## src/rtl/fetch_unit_if.sv

```systemverilog
// Fetch-stage bus: instruction-memory req/ack port plus the COMMAND port to the decoder.
// Optional FETCH_PERF_EN adds the perf counter outputs.
interface fetch_unit_if #(
    parameter int ADDR_W = 16
);
    // Memory handshake: a word transfers in any cycle with imem_req & imem_ack;
    // imem_addr is held stable while imem_req is high and imem_ack is low.
    logic              imem_req;
    logic [ADDR_W-1:0] imem_addr;
    logic              imem_ack;
    logic [15:0]       imem_rdata;
    logic              stall;
    logic              PC_load;
    logic [ADDR_W-1:0] branch_target;
    logic [15:0]       COMMAND;
    logic              cmd_valid;
    logic [ADDR_W-1:0] cmd_pc;
`ifdef FETCH_PERF_EN
    logic [15:0]       perf_fetched;
    logic [15:0]       perf_flushes;
    logic [15:0]       perf_bubbles;
`endif

    modport master (
        output imem_req, imem_addr, COMMAND, cmd_valid, cmd_pc,
`ifdef FETCH_PERF_EN
        output perf_fetched, perf_flushes, perf_bubbles,
`endif
        input  imem_ack, imem_rdata, stall, PC_load, branch_target
    );

    modport slave (
        input  imem_req, imem_addr, COMMAND, cmd_valid, cmd_pc,
`ifdef FETCH_PERF_EN
        input  perf_fetched, perf_flushes, perf_bubbles,
`endif
        output imem_ack, imem_rdata, stall, PC_load, branch_target
    );
endinterface

```

## src/rtl/fetch_unit.sv

```systemverilog
// Instruction fetch stage: PC, single-outstanding memory reads, prefetch buffer, branch redirect.
// Optional FETCH_PERF_EN adds saturating perf counters (fetched words, flushes, bubbles).
module fetch_unit #(
    parameter int                 ADDR_W    = 16,
    parameter int                 BUF_DEPTH = 2,
    parameter logic [ADDR_W-1:0]  RESET_PC  = '0,
    parameter logic [15:0]        NOP_CMD   = 16'hC0F0
) (
    input  logic        clk,
    input  logic        rst_n,
    fetch_unit_if.master bus,
    output logic [1:0]  dbg_state_o
);
    localparam int PW = $clog2(BUF_DEPTH);
    localparam int CW = PW + 1;

    typedef enum logic [1:0] {IDLE = 2'd0, FETCH = 2'd1, DROP = 2'd2} state_e;

    state_e            state_q;
    logic [ADDR_W-1:0] fetch_pc_q;
    logic [ADDR_W-1:0] drop_addr_q;
    logic [ADDR_W-1:0] last_pc_q;
    logic [PW-1:0]     rd_ptr_q, wr_ptr_q;
    logic [CW-1:0]     count_q;
    logic [15:0]       buf_cmd_q [BUF_DEPTH];
    logic [ADDR_W-1:0] buf_pc_q  [BUF_DEPTH];

    logic cmd_valid, req, fire, pop, redirect, push;

    assign cmd_valid = (count_q != '0);
    assign req       = (state_q == DROP) || ((state_q == FETCH) && (count_q < CW'(BUF_DEPTH)));
    assign fire      = req & bus.imem_ack;
    assign pop       = cmd_valid & ~bus.stall;
    assign redirect  = pop & bus.PC_load;
    // Words arriving in DROP or in the redirect cycle belong to the abandoned path.
    assign push      = fire && (state_q == FETCH) && !redirect;

    assign bus.imem_req  = req;
    assign bus.imem_addr = (state_q == DROP) ? drop_addr_q : fetch_pc_q;
    assign bus.cmd_valid = cmd_valid;
    assign bus.COMMAND   = cmd_valid ? buf_cmd_q[rd_ptr_q] : NOP_CMD;
    assign bus.cmd_pc    = cmd_valid ? buf_pc_q[rd_ptr_q] : last_pc_q;
    assign dbg_state_o   = state_q;

    always_ff @(posedge clk or negedge rst_n) begin
        if (!rst_n) begin
            state_q     <= IDLE;
            fetch_pc_q  <= RESET_PC;
            drop_addr_q <= RESET_PC;
            last_pc_q   <= '0;
            rd_ptr_q    <= '0;
            wr_ptr_q    <= '0;
            count_q     <= '0;
        end else begin
            case (state_q)
                IDLE: state_q <= FETCH;
                FETCH: begin
                    if (redirect) begin
                        fetch_pc_q <= bus.branch_target;
                        // Request in flight without ack: keep it alive in DROP so addr stays stable.
                        if (req && !bus.imem_ack) begin
                            state_q     <= DROP;
                            drop_addr_q <= fetch_pc_q;
                        end
                    end else if (fire) begin
                        fetch_pc_q <= fetch_pc_q + 1'b1;
                    end
                end
                DROP: if (bus.imem_ack) state_q <= FETCH;
                default: state_q <= IDLE;
            endcase

            if (pop) last_pc_q <= buf_pc_q[rd_ptr_q];

            if (redirect) begin
                rd_ptr_q <= '0;
                wr_ptr_q <= '0;
                count_q  <= '0;
            end else begin
                if (push) wr_ptr_q <= wr_ptr_q + 1'b1;
                if (pop)  rd_ptr_q <= rd_ptr_q + 1'b1;
                count_q <= count_q + CW'(push) - CW'(pop);
            end
        end
    end

    always_ff @(posedge clk) begin
        if (push) begin
            buf_cmd_q[wr_ptr_q] <= bus.imem_rdata;
            buf_pc_q[wr_ptr_q]  <= fetch_pc_q;
        end
    end

`ifdef FETCH_PERF_EN
    logic [15:0] perf_fetched_q, perf_flushes_q, perf_bubbles_q;

    always_ff @(posedge clk or negedge rst_n) begin
        if (!rst_n) begin
            perf_fetched_q <= '0;
            perf_flushes_q <= '0;
            perf_bubbles_q <= '0;
        end else begin
            if (fire && perf_fetched_q != 16'hFFFF) perf_fetched_q <= perf_fetched_q + 1'b1;
            if (redirect && perf_flushes_q != 16'hFFFF) perf_flushes_q <= perf_flushes_q + 1'b1;
            if (!cmd_valid && !bus.stall && perf_bubbles_q != 16'hFFFF)
                perf_bubbles_q <= perf_bubbles_q + 1'b1;
        end
    end

    assign bus.perf_fetched = perf_fetched_q;
    assign bus.perf_flushes = perf_flushes_q;
    assign bus.perf_bubbles = perf_bubbles_q;
`endif
endmodule

```

## src/flat_wrapper.sv

```systemverilog
// flat-port wrapper written by rule: the top's interface ports become plain ports
module fetch_unit_flat 
#(
    parameter int                 ADDR_W    = 16,
    parameter int                 BUF_DEPTH = 2,
    parameter logic [ADDR_W-1:0]  RESET_PC  = '0,
    parameter logic [15:0]        NOP_CMD   = 16'hC0F0
)
  (clk, rst_n, dbg_state_o, bus_imem_req, bus_imem_addr, bus_COMMAND, bus_cmd_valid, bus_cmd_pc, bus_imem_ack, bus_imem_rdata, bus_stall, bus_PC_load, bus_branch_target);
  fetch_unit_if #(.ADDR_W(ADDR_W)) bus_i ();
  input  logic clk;
  input  logic rst_n;
  output logic [1:0] dbg_state_o;
  output wire logic [$bits(bus_i.imem_req)-1:0] bus_imem_req;
  output wire logic [$bits(bus_i.imem_addr)-1:0] bus_imem_addr;
  output wire logic [$bits(bus_i.COMMAND)-1:0] bus_COMMAND;
  output wire logic [$bits(bus_i.cmd_valid)-1:0] bus_cmd_valid;
  output wire logic [$bits(bus_i.cmd_pc)-1:0] bus_cmd_pc;
  input wire logic [$bits(bus_i.imem_ack)-1:0] bus_imem_ack;
  input wire logic [$bits(bus_i.imem_rdata)-1:0] bus_imem_rdata;
  input wire logic [$bits(bus_i.stall)-1:0] bus_stall;
  input wire logic [$bits(bus_i.PC_load)-1:0] bus_PC_load;
  input wire logic [$bits(bus_i.branch_target)-1:0] bus_branch_target;
  assign bus_imem_req = bus_i.imem_req;
  assign bus_imem_addr = bus_i.imem_addr;
  assign bus_COMMAND = bus_i.COMMAND;
  assign bus_cmd_valid = bus_i.cmd_valid;
  assign bus_cmd_pc = bus_i.cmd_pc;
  assign bus_i.imem_ack = bus_imem_ack;
  assign bus_i.imem_rdata = bus_imem_rdata;
  assign bus_i.stall = bus_stall;
  assign bus_i.PC_load = bus_PC_load;
  assign bus_i.branch_target = bus_branch_target;
  fetch_unit #(.ADDR_W(ADDR_W), .BUF_DEPTH(BUF_DEPTH), .RESET_PC(RESET_PC), .NOP_CMD(NOP_CMD)) u_core (.clk(clk), .rst_n(rst_n), .bus(bus_i), .dbg_state_o(dbg_state_o));
endmodule
```

## config.mk

```make
export PLATFORM = sky130hd
export DESIGN_NAME = fetch_unit_flat
export DESIGN_NICKNAME = d
export VERILOG_FILES = /design/src/rtl/fetch_unit_if.sv /design/src/rtl/fetch_unit.sv /design/src/flat_wrapper.sv
export SDC_FILE = /design/constraint.sdc
export NUM_CORES = 1
export LEC_CHECK = 0
export ABC_AREA = 1
export CORE_MARGIN = 3
export CORE_UTILIZATION = 35
export DETAILED_ROUTE_END_ITERATION = 7
export HOLD_SLACK_MARGIN = 0.1
export PLACE_DENSITY = 0.56
export SYNTH_ARGS = -nofsm -noshare
export SYNTH_HDL_FRONTEND = slang
export SYNTH_SLANG_ARGS = --single-unit
```

## constraint.sdc

```tcl
create_clock -name clk -period 5.4 [get_ports clk]
set_input_delay 1.08 -clock clk [delete_from_list [all_inputs] [get_ports clk]]
set_output_delay 1.08 -clock clk [all_outputs]
set_load 0.005 [all_outputs]
```

# Word level (Yosys, flattened, before mapping)
# Memories as Yosys holds them, arrays and structs flattened.
# Cells that the tools add are included.
[totals]
register_bits = 54
latch_bits = 0
ram_bits = 64
mem_bits_ro = 0
inputBits = 37
out_inout_bits = 52
wordCells = 55
memories = 2
[classes]
add_sub_neg = 5
multipliers = 0
div = 0
order_cmp = 1
eq_ne = 5
n_shift = 0
n_mux = 16
bitwise_logic = 4
reduce_logical = 15
[mem_list]
columns = ["name", "words", "word_bits", "read_ports", "rd_clocked_by_memory_dff", "write_ports", "line_no", "source"]
rows = [
  ["u_core.buf_cmd_q", 2, 16, 1, 0, 1, "fetch_unit.sv:25", "logic [15:0] buf_cmd_q [BUF_DEPTH];"],
  ["u_core.buf_pc_q", 2, 16, 1, 0, 1, "fetch_unit.sv:26", "logic [ADDR_W-1:0] buf_pc_q [BUF_DEPTH];"],
]
[ops]
columns = ["op", "n"]
rows = [
  ["2-to-1 mux 16 bit", 5],
  ["adder 16 x 1 -> 16 bit (second input constant)", 1],
  ["2-to-1 mux 2 bit", 4],
  ["nonzero test 2 bit", 4],
  ["2-to-1 mux 1 bit", 6],
  ["case mux 2 bit (3 select lines)", 1],
  ["AND reduction 3 bit", 2],
  ["logical AND 1 bit", 4],
  ["inequality test 2 bit (second input constant)", 2],
  ["AND 1 bit", 3],
  ["adder 1 bit (second input constant)", 2],
  ["adder 2 x 1 -> 2 bit", 1],
  ["equality test 2 x 1 -> 1 bit (second input constant)", 1],
  ["equality test 2 bit (second input constant)", 1],
  ["logical NOT 1 bit", 2],
  ["logical NOT 2 bit", 1],
  ["< comparator 2 bit (second input constant)", 1],
  ["inequality test 2 x 1 -> 1 bit (second input constant)", 1],
  ["AND reduction 2 bit", 1],
  ["subtractor 2 x 1 -> 2 bit", 1],
  ["logical OR 1 bit", 1],
  ["NOT 1 bit", 1],
]

# Logic depth before layout (Yosys ltp)
# Gate-level depths: netlist (run 1).
[depth]
word_depth = 9
mapped_depth = 10
mapped_depth_nobuf = 10

# Worst setup path before layout (run 1)
# OpenSTA, ideal clock, no wires.
[synth_path]
path_type = "input to register"
from = "in bus_stall"
to = "mem u_core.buf_cmd_q[0][0], enable pin"
setup_time_ns = 0.421
t_arrival_ns = 2.892
required_time_ns = 4.979
slack_ns = 2.087
stages = 5
n_path_buf = 1
path_cell_list = "nor2_4 -> nand2_1 -> buf_2 -> nand2_1 -> nor2_1"
[synth_via]
elab_chain_len = 7
[synth_lines]
columns = ["item", "line_no", "source"]
rows = [
  ["from (decl)", "flat_wrapper.sv:21", "input wire logic [$bits(bus_i.stall)-1:0] bus_stall;"],
  ["NOT 1 bit", "fetch_unit.sv:33", "assign pop = cmd_valid & ~bus.stall;"],
  ["AND 1 bit", "fetch_unit.sv:33", ""],
  ["AND 1 bit", "fetch_unit.sv:34", "assign redirect = pop & bus.PC_load;"],
  ["logical NOT 1 bit", "fetch_unit.sv:36", "assign push = fire && (state_q == FETCH) && !redirect;"],
  ["logical AND 1 bit", "fetch_unit.sv:36", ""],
  ["2-to-1 mux 1 bit", "fetch_unit.sv:88", "if (push) begin"],
  ["2-to-1 mux 1 bit (not written as such)", "fetch_unit.sv:89", "buf_cmd_q[wr_ptr_q] <= bus.imem_rdata;"],
  ["to (decl)", "fetch_unit.sv:25", ""],
]
# Every way passes these cells.

# Worst setup path in the final report (run 1)
[layout_path]
from = "reg u_core.rd_ptr_q"
to = "out bus_cmd_pc[8]"
[layout_via]
elab_chain_len = 2
[layout_lines]
columns = ["item", "line_no", "source"]
rows = [
  ["from (decl)", "fetch_unit.sv:23", "logic [PW-1:0] rd_ptr_q, wr_ptr_q;"],
  ["from (signal assigned)", "fetch_unit.sv:81", "if (pop) rd_ptr_q <= rd_ptr_q + 1'b1;"],
  ["memory (2 x 16 bit)", "-", ""],
  ["2-to-1 mux 16 bit", "fetch_unit.sv:42", "assign bus.cmd_pc = cmd_valid ? buf_pc_q[rd_ptr_q] : last_pc_q;"],
  ["to (decl)", "flat_wrapper.sv:18", "output wire logic [$bits(bus_i.cmd_pc)-1:0] bus_cmd_pc;"],
]
# Every way passes these cells.

==> flow_metrics.py, run 1 <==
metrics = {
    "grt": {
        "grt_use_met1": 0.229,
        "gr-total-overflow": 0,
        "grt_use_met2": 0.232,
        "grt_use_met3": 0.0449,
        "grt_pass1_wl_um": 20800,
        "antenna_found_initial": 0,
        "grt_busiest_layer": "met2",
        "grt_pass1_vias": 4107,
        "grtUsageTotal": 0.159,
        "grt_max_degree": 55,
    },
    "hold_path": {
        "hold_path_class": "reg -> reg",
        "hold_start": "u_core.drop_addr_q[5]$_DFFE_PN0P_",
        "hold_end": "u_core.drop_addr_q[5]$_DFFE_PN0P_",
        "min_path_cells": 2,
    },
    "cells_and_area": {
        "antennaDiodeCount": 0,
        "finalNetCount": 722,
        "syn2layout_area_growth_pct": 29.9,
        "drive_gt1_frac": 0.0691,
    },
    "synth": {
        "synth_top_family_by_area": "simple AND/OR/NAND/NOR gates",
        "synth_seq_area_share": 0.612,
        "synth_simple_gate_area_frac": 0.229,
        "synthMuxAreaShare": 0,
        "syn_area_mm2": 0.00535,
        "async_flop_share": 0.458,
        "synth_edf_count": 64,
        "syn-instance-count": 598,
        "synth_fa_ha_area_frac": 0.00701,
        "synth_top_area_frac": 0.359,
        "synth.avg_cell_area_um2": 8.95,
        "synth-xor-area-share": 0.0115,
        "yosys-top-cells-count": "nand2_1 (219), edfxtp_1 (64), dfrtp_1 (54)",
        "yosysUniqueCellTypes": 24,
        "ys_seq_elements": 118,
        "synth_warnings": 0,
        "synth_compound_area_frac": 0.0856,
        "ys.flop_type": "edfxtp_1",
        "post-synth-top-count-cell": "nand2_1",
        "post-synth-top-area-cell": "edfxtp_1",
        "synth_nets": 638,
        "netlist_top_cells_area": "edfxtp_1 (36%), dfrtp_1 (25%), nand2_1 (15%)",
    },
    "timing": {
        "max_freq_mhz": 244,
        "skew_ns": 0.00805,
        "setup_viol": 0,
        "finalCriticalPeriod_ns": 4.09,
        "tns_ns": 0,
        "hold_viol_final": 0,
        "worst_pin_slew_ns": 1.16,
        "relSlewSlack": 0.226,
        "hold_slack_ns": 0.493,
        "finalMaxSlewViolations": 0,
        "fin_ws_ns": 1.31,
        "finalCritPeriodShare": 0.758,
        "rsz0062_at_grt": "false",
    },
    "detailed_routing": {
        "drc_errors": 0,
        "drtIter0Drc": 303,
        "wl_per_cell_um": 14.3,
        "firstDrtPassIters": 4,
        "ant_nets": 0,
        "drt-total-wl_um": 12600,
        "num_vias": 4188,
        "vias_per_cell": 4.76,
    },
    "setup_path": {
        "worst_ep_arrival_time_ns": 3.01,
        "critPathMaxFanout": 34,
        "crit-reg2reg-launch": "u_core.count_q[1]$_DFF_PN0_",
        "rr_endpoint": "u_core.buf_cmd_q[0][8]$_DFFE_PP_",
        "end_kind": "output port",
        "worst-setup-path-type": "reg -> out",
        "worst_ep_required_time_ns": 4.32,
        "r2r_cells": 7,
        "rrSetupSlack_ns": 2.82,
        "critPathLaunchType": "register",
    },
    "floorplanning": {
        "pin_count": 89,
        "num_rows": 44,
        "dieArea_mm2": 0.0168,
        "initial_core_util": 0.363,
        "fp.coreArea_mm2": 0.0148,
        "die_w_um": 130,
        "die_y_um": 130,
    },
    "power": {
        "powerDensity_mw_per_mm2": 587,
        "comb_power_share": 0.378,
        "p_sw_w": 0.00145,
        "sequentialPowerShare": 0.360,
        "p_int_w": 0.00263,
        "ir_drop_mv": 0.275,
        "switching_share": 0.355,
        "clockPowerShare": 0.262,
        "total_leakage_power_nw": 2.99,
    },
    "run": {
        "drv_cap": 0,
    },
    "clocking": {
        "cts_setup_buffers": 0,
        "cts_root_buf": "clkbuf_16",
        "cts_tree": "yes",
        "numCtsBuffers": 17,
        "cts.sinks": 118,
        "htreeDepth": 4,
        "hold_buffers": 0,
        "clock_latency_ns": 0.41,
        "postCtsResizedCells": 0,
        "clockBufferDepth": 2,
        "clk_pin_slew_worst_paths_ns": 0.06,
    },
    "placed_design": {
        "dp_hpwl_um": 8370,
        "io_buffers": 88,
        "gp_congestion": 0.828,
        "pre_cts_slack_ns": 1.69,
    },
    "outcome": {
        "status": "complete, no violations",
    },
}
## power groups by stage
| stage | combinational [W] | clock (W) | sequential, W |
|---|---|---|---|
| final | 0.00154 | 0.00107 | 0.00147 |
| after global routing | 0.00177 | 0.00114 | 0.00150 |
| after CTS | 0.00157 | 0.00109 | 0.00147 |
| after detailed placement | 0.00156 | 0 | 0.00148 |
| after global placement | 0.00154 | 0 | 0.00147 |
| after floorplan | 0.000862 | 0 | 0.00141 |
## kinds of logic (layout without fill, tap and decap cells)
| kind of cell | after synthesis | count (layout) |
|---|---|---|
| AOI/OAI and AO/OA | 89 | 89 |
| xor gates and xnor gates | 7 | 7 |
| adders and majority gates | 3 | 3 |
| buffers and inverters | 76 | 173 |
| DFF | 118 | 118 |
| and+or+nand+nor | 305 | 305 |
## cell usage in the layout (no fill, tap or decap), types with 2 or more instances in the layout
master / synthesis / final
nor2_2: 0 / 2
o21ai_0: 52 / 52
a21oi_1: 20 / 20
nand4_1: 4 / 4
inv_2: 2 / 2
clkdlybuf4s50_1: 0 / 87
buf_4: 0 / 5
clkinvlp_4: 0 / 2
dfrtp_1: 54 / 54
xor2_1: 6 / 6
inv_6: 0 / 7
ha_1: 3 / 3
nand3b_1: 2 / 2
or2_2: 2 / 2
nor2_4: 2 / 2
inv_1: 45 / 45
nor2_1: 51 / 49
edfxtp_1: 64 / 64
clkbuf_16: 0 / 17
clkinv_4: 0 / 3
o211ai_1: 3 / 3
o21ai_1: 12 / 12
nand3_1: 24 / 24
nand2_1: 219 / 219
clkinv_2: 0 / 2
## per-layer routing
| layer | part of all wire | wire, um |
|---|---|---|
| met5 | 0 | 0 |
| met3 | 0.049 | 617 |
| met4 | 0.011 | 135 |
| met2 | 0.44 | 5530 |
| met1 | 0.50 | 6260 |
## how the worst max path moves through the flow
stage / start / to / depth (start not counted)
3_5_place_dp: u_core.rd_ptr_q$_DFFE_PN0P_ / bus_cmd_pc[8] / 7
3_3_place_gp: u_core.rd_ptr_q$_DFFE_PN0P_ / bus_cmd_pc[8] / 7
5_1_grt: u_core.rd_ptr_q$_DFFE_PN0P_ / bus_cmd_pc[8] / 7
2_1_floorplan: bus_stall / u_core.buf_cmd_q[0][0]$_DFFE_PP_ / 5
4_1_cts: u_core.rd_ptr_q$_DFFE_PN0P_ / bus_cmd_pc[8] / 7
6_report: u_core.rd_ptr_q$_DFFE_PN0P_ / bus_cmd_pc[8] / 7
## flip-flops by register name (all words and copies together) (netlist names)
name and flops:
u_core.buf_cmd_q 32, u_core.buf_pc_q 32, u_core.drop_addr_q 16, u_core.fetch_pc_q 16
u_core.last_pc_q 16, u_core.count_q 2, u_core.dbg_state_o 2, u_core.rd_ptr_q 1
u_core.wr_ptr_q 1
## layout make-up
cell class	count	area (um2)
clock buffers	17	425
inverters	48	180
fillers	1425	7800
well taps	184	230
clock inverters	15	143
repair buffers	93	913
multi-input cells	404	1790
flip-flops and latches	118	3270
## critical path: stages (launching register included)
cell and delay (ns):
dfrtp_1 0.32, buf_4 0.32, clkinv_1 0.86, nand2_1 0.25, nand2_1 0.10, nand2_1 0.06
o21ai_0 0.15, clkdlybuf4s50_1 0.51
## stage by stage
| stage | utilization | cells | total power, W | cell area, um2 |
|---|---|---|---|---|
| 4_1_cts | 0.471 | 879 | 0.00413 | 6950 |
| 2_1_floorplan | - | 598 | 0.00227 | 5350 |
| 5_1_grt | 0.471 | 879 | 0.00441 | 6950 |
| 3_5_place_dp | 0.433 | 847 | 0.00304 | 6380 |
| 3_3_place_gp | 0.433 | 847 | 0.00301 | 6380 |
| 6_report | 0.471 | 879 | 0.00408 | 6950 |
(Power assumes the default switching activity.)
==> run 2: changes to the inputs <==
- clock period: 5.4 -> 3.81 ns (I/O delays scaled with it)
==> run 2 against run 1 <==
Sequential power up 41%. Combinational power up 42%. Final area up 0.56%. Sequential share of layout area down 0.26 points. Sequential cell count unchanged. Largest cell class unchanged. Critical path type unchanged. Worst hold slack worse by 0.0013 ns. Die area unchanged. Setup slack worse by 1.1 ns. Final cell count up 0.34%. Via count down 0.84%. Core utilization up 0.26 points. Largest power group unchanged.
==> flow_metrics.py, run 2 (same netlist as run 1, synthesis figures left out) <==
metrics = {
    "detailed_routing": {
        "drtIter0Drc": 328,
        "drc_errors": 0,
        "ant_nets": 0,
        "wl_per_cell_um": 13.8,
        "vias_per_cell": 4.71,
        "firstDrtPassIters": 5,
        "num_vias": 4153,
        "drt-total-wl_um": 12100,
    },
    "power": {
        "ir_drop_mv": 0.425,
        "total_leakage_power_nw": 3.02,
        "power_w": 0.00583,
        "powerDensity_mw_per_mm2": 834,
    },
    "setup_path": {
        "crit-reg2reg-launch": "u_core.dbg_state_o[0]$_DFFE_PN0P_",
        "critPathMaxFanout": 39,
        "critPathLaunchType": "register",
        "rr_endpoint": "u_core.drop_addr_q[8]$_DFFE_PN0P_",
        "end_kind": "output port",
        "startpoint": "u_core.count_q[1]$_DFF_PN0_",
        "rrSetupSlack_ns": 1.37,
        "worst-setup-path-type": "reg -> out",
        "worst_ep_arrival_time_ns": 2.79,
        "r2r_cells": 6,
        "critPathCapture": "bus_cmd_pc[10]",
        "worst_ep_required_time_ns": 3.05,
    },
    "timing": {
        "rsz0062_at_grt": "false",
        "finalMaxSlewViolations": 0,
        "relSlewSlack": 0.344,
        "hold_viol_final": 0,
        "fin_ws_ns": 0.257,
        "tns_ns": 0,
        "finalCriticalPeriod_ns": 3.55,
        "finalCritPeriodShare": 0.933,
        "max_freq_mhz": 281,
        "worst_pin_slew_ns": 0.982,
        "skew_ns": 0.00824,
        "setup_viol": 0,
    },
    "clocking": {
        "htreeDepth": 4,
        "cts_setup_buffers": 0,
        "cts_tree": "yes",
        "clock_latency_ns": 0.41,
        "postCtsResizedCells": 0,
        "clk_pin_slew_worst_paths_ns": 0.05,
        "hold_buffers": 0,
        "cts.sinks": 118,
        "clockBufferDepth": 2,
        "numCtsBuffers": 17,
        "cts_root_buf": "clkbuf_16",
    },
    "cells_and_area": {
        "biggestRegsByFlops": "u_core.buf_cmd_q: 32 flops, u_core.buf_pc_q: 32 flops",
        "syn2layout_area_growth_pct": 30.6,
        "design_area_mm2": 0.00699,
        "antennaDiodeCount": 0,
        "finalNetCount": 725,
        "fillers": 1398,
        "layout_common_cells": "nand2_1 (219), clkdlybuf4s50_1 (87), edfxtp_1 (64)",
        "final_common_cell": "nand2_1",
        "drive_gt1_frac": 0.0659,
    },
    "grt": {
        "grtUsageTotal": 0.153,
        "grt_pass1_vias": 4008,
        "grt_max_degree": 40,
        "grt_pass1_wl_um": 20000,
        "antenna_found_initial": 0,
        "gr-total-overflow": 0,
    },
    "placed_design": {
        "gp_congestion": 0.828,
        "pre_cts_slack_ns": 0.674,
        "dp_hpwl_um": 8170,
        "io_buffers": 88,
        "place_area_mm2": 0.00641,
    },
    "floorplanning": {
        "die_w_um": 130,
        "initial_core_util": 0.363,
        "pin_count": 89,
        "num_rows": 44,
        "die_y_um": 130,
        "fp.coreArea_mm2": 0.0148,
        "dieArea_mm2": 0.0168,
    },
    "hold_path": {
        "hold_path_class": "in -> async",
    },
    "run": {
        "drv_cap": 0,
    },
    "outcome": {
        "status": "complete, no violations",
    },
}
==> run 2: per-layer routing <==
layer  GRT usage  vias to the layer above  part of all wire
met2       0.219                      115              0.42
met4      0.0446                        0            0.0094
met5           0                        -                 0
met3      0.0499                       10             0.058
li1            -                     2118                 -
met1       0.222                     1910              0.51
==> run 2: cell type report <==
class / count / area (um2) / area share
sequential: 118 / 3270 / 0.468
multi-input combinational: 404 / 1790 / 0.256
timing repair buffer: 96 / 936 / 0.134
clock buffer: 22 / 454 / 0.0650
tap: 184 / 230 / 0.0329
inverter: 48 / 180 / 0.0258
clock inverter: 10 / 130 / 0.0186
==> run 2: critical path: stages, from the launching register on <==
cell and delay, ns:
dfrtp_1 0.45, nor2_4 0.41, inv_1 0.56, o21ai_0 0.40
clkdlybuf4s50_1 0.56
==> run 2: worst min-delay path by stage <==
stage	start	to	slack [ns]
6_report	rst_n	u_core.drop_addr_q[14]$_DFFE_PN0P_	0.49
5_1_grt	u_core.drop_addr_q[14]$_DFFE_PN0P_	u_core.drop_addr_q[14]$_DFFE_PN0P_	0.53
4_1_cts	u_core.drop_addr_q[6]$_DFFE_PN0P_	u_core.drop_addr_q[6]$_DFFE_PN0P_	0.49
3_5_place_dp	u_core.drop_addr_q[6]$_DFFE_PN0P_	u_core.drop_addr_q[6]$_DFFE_PN0P_	0.48
3_3_place_gp	u_core.drop_addr_q[5]$_DFFE_PN0P_	u_core.drop_addr_q[5]$_DFFE_PN0P_	0.47
2_1_floorplan	u_core.fetch_pc_q[2]$_DFFE_PN0P_	u_core.buf_pc_q[0][2]$_DFFE_PP_	0.44
==> run 2: per-stage QoR <==
| step | hold WS [ns] | instances | util |
|---|---|---|---|
| 2_1_floorplan | 0.440 | 598 | - |
| 3_3_place_gp | 0.473 | 850 | 0.434 |
| 3_5_place_dp | 0.480 | 850 | 0.434 |
| 4_1_cts | 0.491 | 882 | 0.474 |
| 5_1_grt | 0.528 | 882 | 0.474 |
| 6_report | 0.491 | 882 | 0.474 |
==> run 2: power breakdown <==
group          leakage (nW)  total (W)  internal, W  switching, W
clock                 0.285    0.00156      0.00104      0.000521
sequential             1.27    0.00208      0.00181      0.000266
combinational          1.46    0.00219      0.00102       0.00118
total                  3.02    0.00583      0.00386       0.00196
==> variant 1, RTL diff (config.mk and constraints of run 2) <==
`BUF_DEPTH` is set to 2 in 2 places; all go to 4.
--- a/src/rtl/fetch_unit.sv
+++ b/src/rtl/fetch_unit.sv
@@ -4,3 +4,3 @@
     parameter int                 ADDR_W    = 16,
-    parameter int                 BUF_DEPTH = 2,
+    parameter int                 BUF_DEPTH = 4,
     parameter logic [ADDR_W-1:0]  RESET_PC  = '0,
--- a/src/flat_wrapper.sv
+++ b/src/flat_wrapper.sv
@@ -4,3 +4,3 @@
     parameter int                 ADDR_W    = 16,
-    parameter int                 BUF_DEPTH = 2,
+    parameter int                 BUF_DEPTH = 4,
     parameter logic [ADDR_W-1:0]  RESET_PC  = '0,
Function: changed (a bounded check fails within 4 cycles, from zero or initial values and one cycle with rst_n low).
==> variant 1 against run 2 <==
- worst setup slack gained 76 ps
- sequential share of layout area grew 6.3 points
- sequential cell count grew 67
- wire length grew 53%
- maximum frequency grew 2.2%
- total power grew 36%
- clock skew grew 1.7 ps
- area after synthesis grew 53%
- cell area grew 42%
- synthesized cell count grew 33%
==> variant 1: results (changes against run 2) <==
run_status:
  outcome: "finished, final reports clean"  # unchanged
logic_synthesis:
  synth_edf_count: 128  # was 64
  async_flop_share: 0.3081  # was 0.4576
  synth_common_cells: "152 x nand2_1, 128 x edfxtp_1, 125 x nor2_1, 111 x o21ai_0, 58 x inv_1"  # was 219 x nand2_1, 64 x edfxtp_1, 54 x dfrtp_1, 52 x o21ai_0, 51 x nor2_1
  syn_inst: 793  # was 598
  syn_nets: 838  # was 638
  seq_area_frac_synth: 0.6456  # was 0.6116
worst_setup_path:
  cp-startpoint: "u_core.count_q[2]$_DFF_PN0_"  # was u_core.count_q[1]$_DFF_PN0_
  timing.rr.end: "u_core.count_q[1]$_DFF_PN0_"  # was u_core.drop_addr_q[8]$_DFFE_PN0P_
  worstRegToRegCells: 10  # was 6
  r2r_slack_ps: 1420  # was 1370 ps
grt:
  grt_max_degree: 66  # was 40
  grt_pass1_vias: 5557  # was 4008
  grt_usage: 0.1490  # was 0.1529
  grt_use_met3: 0.03339  # was 0.04988
placement:
  place.gp.congestion: 0.7641  # was 0.8276
  dp_slack_ps: 730.0  # was 673.9 ps
  dp_hpwl_um: 11340  # was 8171 um
sta:
  fin_skew_ps: 9.942  # was 8.238 ps
  fmax_ghz: 0.2876  # was 0.2814 GHz
  fin_hold_ws_ps: 407.5  # was 491.3 ps
layout:
  fillers: 2153  # was 1398
  top_regs: "u_core.buf_cmd_q (64), u_core.buf_pc_q (64)"  # was u_core.buf_cmd_q (32), u_core.buf_pc_q (32)
  nets: 916  # was 725
pwr:
  vdd_ir_drop_max_mv: 0.3629  # was 0.4251 mV
drt:
  drt-total-wl_um: 18570  # was 12130 um
  drt_iter0_markers: 437  # was 328
  met3_wirelength_um: 639  # was 703 um
  via_per_inst: 4.712  # was 4.709
[variant 1: changes by cell type in the layout (fill, tap and decap cells not counted), moves of 16 or more]
cell / delta
o21ai_0: +59
edfxtp_1: +64
nand2_1: -67
o22a_1: +16
nor2_1: +72
[variant 1: cell type report]
cell class | count | area share
clock buffers | 20 | 0.04606
well taps | 313 | 0.03950
repair buffers | 100 | 0.09741
clock inverters | 12 | 0.01603
multi-input cells | 507 | 0.2467
inverters | 60 | 0.02271
flip-flops and latches | 185 | 0.5316
[variant 1: per-stage QoR]
step / instance area, um^2 / power [uW]
2_1_floorplan: 8163 / 4758
3_3_place_gp: 9300 / 6151
3_5_place_dp: 9300 / 6189
4_1_cts: 9916 / 8016
5_1_grt: 9916 / 8520
6_report: 9916 / 7928
[variant 1: kinds of logic after synthesis]
kind of cell | share of synthesized area
compound gates | 0.1150
xor+xnor | 0.006438
fa+ha+maj | 0.01318
buf+inv | 0.05595
flops | 0.6456
simple gates | 0.1639
==> variant 2, RTL diff (flow settings as in run 2) <==
Without the edit above. Register the output `dbg_state_o` once more, with the module's reset; this adds one clock of latency there. The other outputs are not delayed to match.
--- a/src/rtl/fetch_unit.sv
+++ b/src/rtl/fetch_unit.sv
@@ -42,3 +42,9 @@
     assign bus.cmd_pc    = cmd_valid ? buf_pc_q[rd_ptr_q] : last_pc_q;
-    assign dbg_state_o   = state_q;
+    always_ff @(posedge clk or negedge rst_n) begin
+        if (!rst_n) begin
+            dbg_state_o <= '0;
+        end else begin
+            dbg_state_o <= state_q;
+        end
+    end
 
Function: changed (Yosys sat finds a counterexample within 4 cycles, from zero or initial values and one cycle with rst_n low).
==> variant 2 against run 2 <==
- sequential cell count up 2
- total power down 3.0%
- critical endpoint is now bus_cmd_pc[1]
- via count up 0.14%
- highest routed layer unchanged
- area after synthesis up 2.0%
- non-clock buffer count down 1
- wire length down 0.12%
- worst setup slack better by 200 ps
- largest cell class unchanged
- cell area up 1.3%
==> variant 2: results (changes against run 2) <==
pwr:
  leakage_uw: 0.003062  # was 0.003016 uW
  p_comb_uw: 2130  # was 2190 uW
  clock_power_share: 0.259  # was 0.267
  vdd_ir_drop_max_mv: 0.3180  # was 0.4251 mV
  swShare: 0.3401  # was 0.3369
logic_synthesis:
  synth-xor-area-share: 0.004813  # was 0.01146
  synth_common_cells: "217 x nand2_1, 64 x edfxtp_1, 56 x dfrtp_1"  # was 219 x nand2_1, 64 x edfxtp_1, 54 x dfrtp_1, 52 x o21ai_0, 51 x nor2_1
  async_flop_share: 0.4667  # was 0.4576
  synth_area_per_cell_um2: 9.008  # was 8.949 um^2
  yosys-top-cells-area: "edfxtp_1 35%, dfrtp_1 26%, nand2_1 15%"  # was edfxtp_1 36%, dfrtp_1 25%, nand2_1 15%
  synthDistinctLibCells: 32  # was 24
  synthAdderAreaFrac: 0.006876  # was 0.007014
  seq_area_frac_synth: 0.6088  # was 0.6116
  syn_nets: 646  # was 638
layout:
  drive_gt1_frac: 0.07082  # was 0.06590
  fillers: 1414  # was 1398
placement:
  dp_hpwl_um: 8422  # was 8171 um
  dp_slack_ps: 827.3  # was 673.9 ps
drt:
  via_per_inst: 4.535  # was 4.709
  vias: 4159  # was 4153
  met3_wirelength_um: 537  # was 703 um
  wl_met2_um: 5130  # was 5133 um
  drt_iter0_markers: 339  # was 328
grt:
  grt_use_met3: 0.03537  # was 0.04988
  grt_pass1_vias: 3984  # was 4008
  grt_usage: 0.1531  # was 0.1529
  gr-usage-met1: 0.2268  # was 0.2223
worst_setup_path:
  slowest_delay_ps: 540  # was 560 ps
  arrival_ps: 2590  # was 2790 ps
  slowest_stage: "clkdlybuf4s50_1"  # was inv_1
sta:
  tightest_slew_ps: 973.2  # was 981.9 ps
run_status:
  outcome: "finished, final reports clean"  # unchanged
variant 2: final cells by class:
type                    count  share of cell area
flip-flops and latches    120              0.4692
multi-input cells         409              0.2590
repair buffers             95              0.1311
clock buffers              24             0.06660
well taps                 211             0.03727
inverters                  50             0.02650
clock inverters             8             0.01042
variant 2: path summary, 6_finish.rpt:
check | start | to | slack [ps] | cells past startpoint
setup / recovery | u_core.count_q[0]$_DFF_PN0_ | bus_cmd_pc[1] | 450 | 4
hold / removal | rst_n | u_core.drop_addr_q[11]$_DFFE_PN0P_ | 380 | 1
setup reg to reg | u_core.count_q[0]$_DFF_PN0_ | u_core.buf_cmd_q[1][3]$_DFFE_PP_ | 1520 | 6
hold reg to reg | u_core.state_q[1]$_DFFE_PN0P_ | u_core.dbg_state_o[1]$_DFF_PN0_ | 430 | 0
max in group asynchronous | rst_n | u_core.count_q[1]$_DFF_PN0_ | 2580 | 2
min in group clk | u_core.state_q[1]$_DFFE_PN0P_ | u_core.dbg_state_o[1]$_DFF_PN0_ | 430 | 0
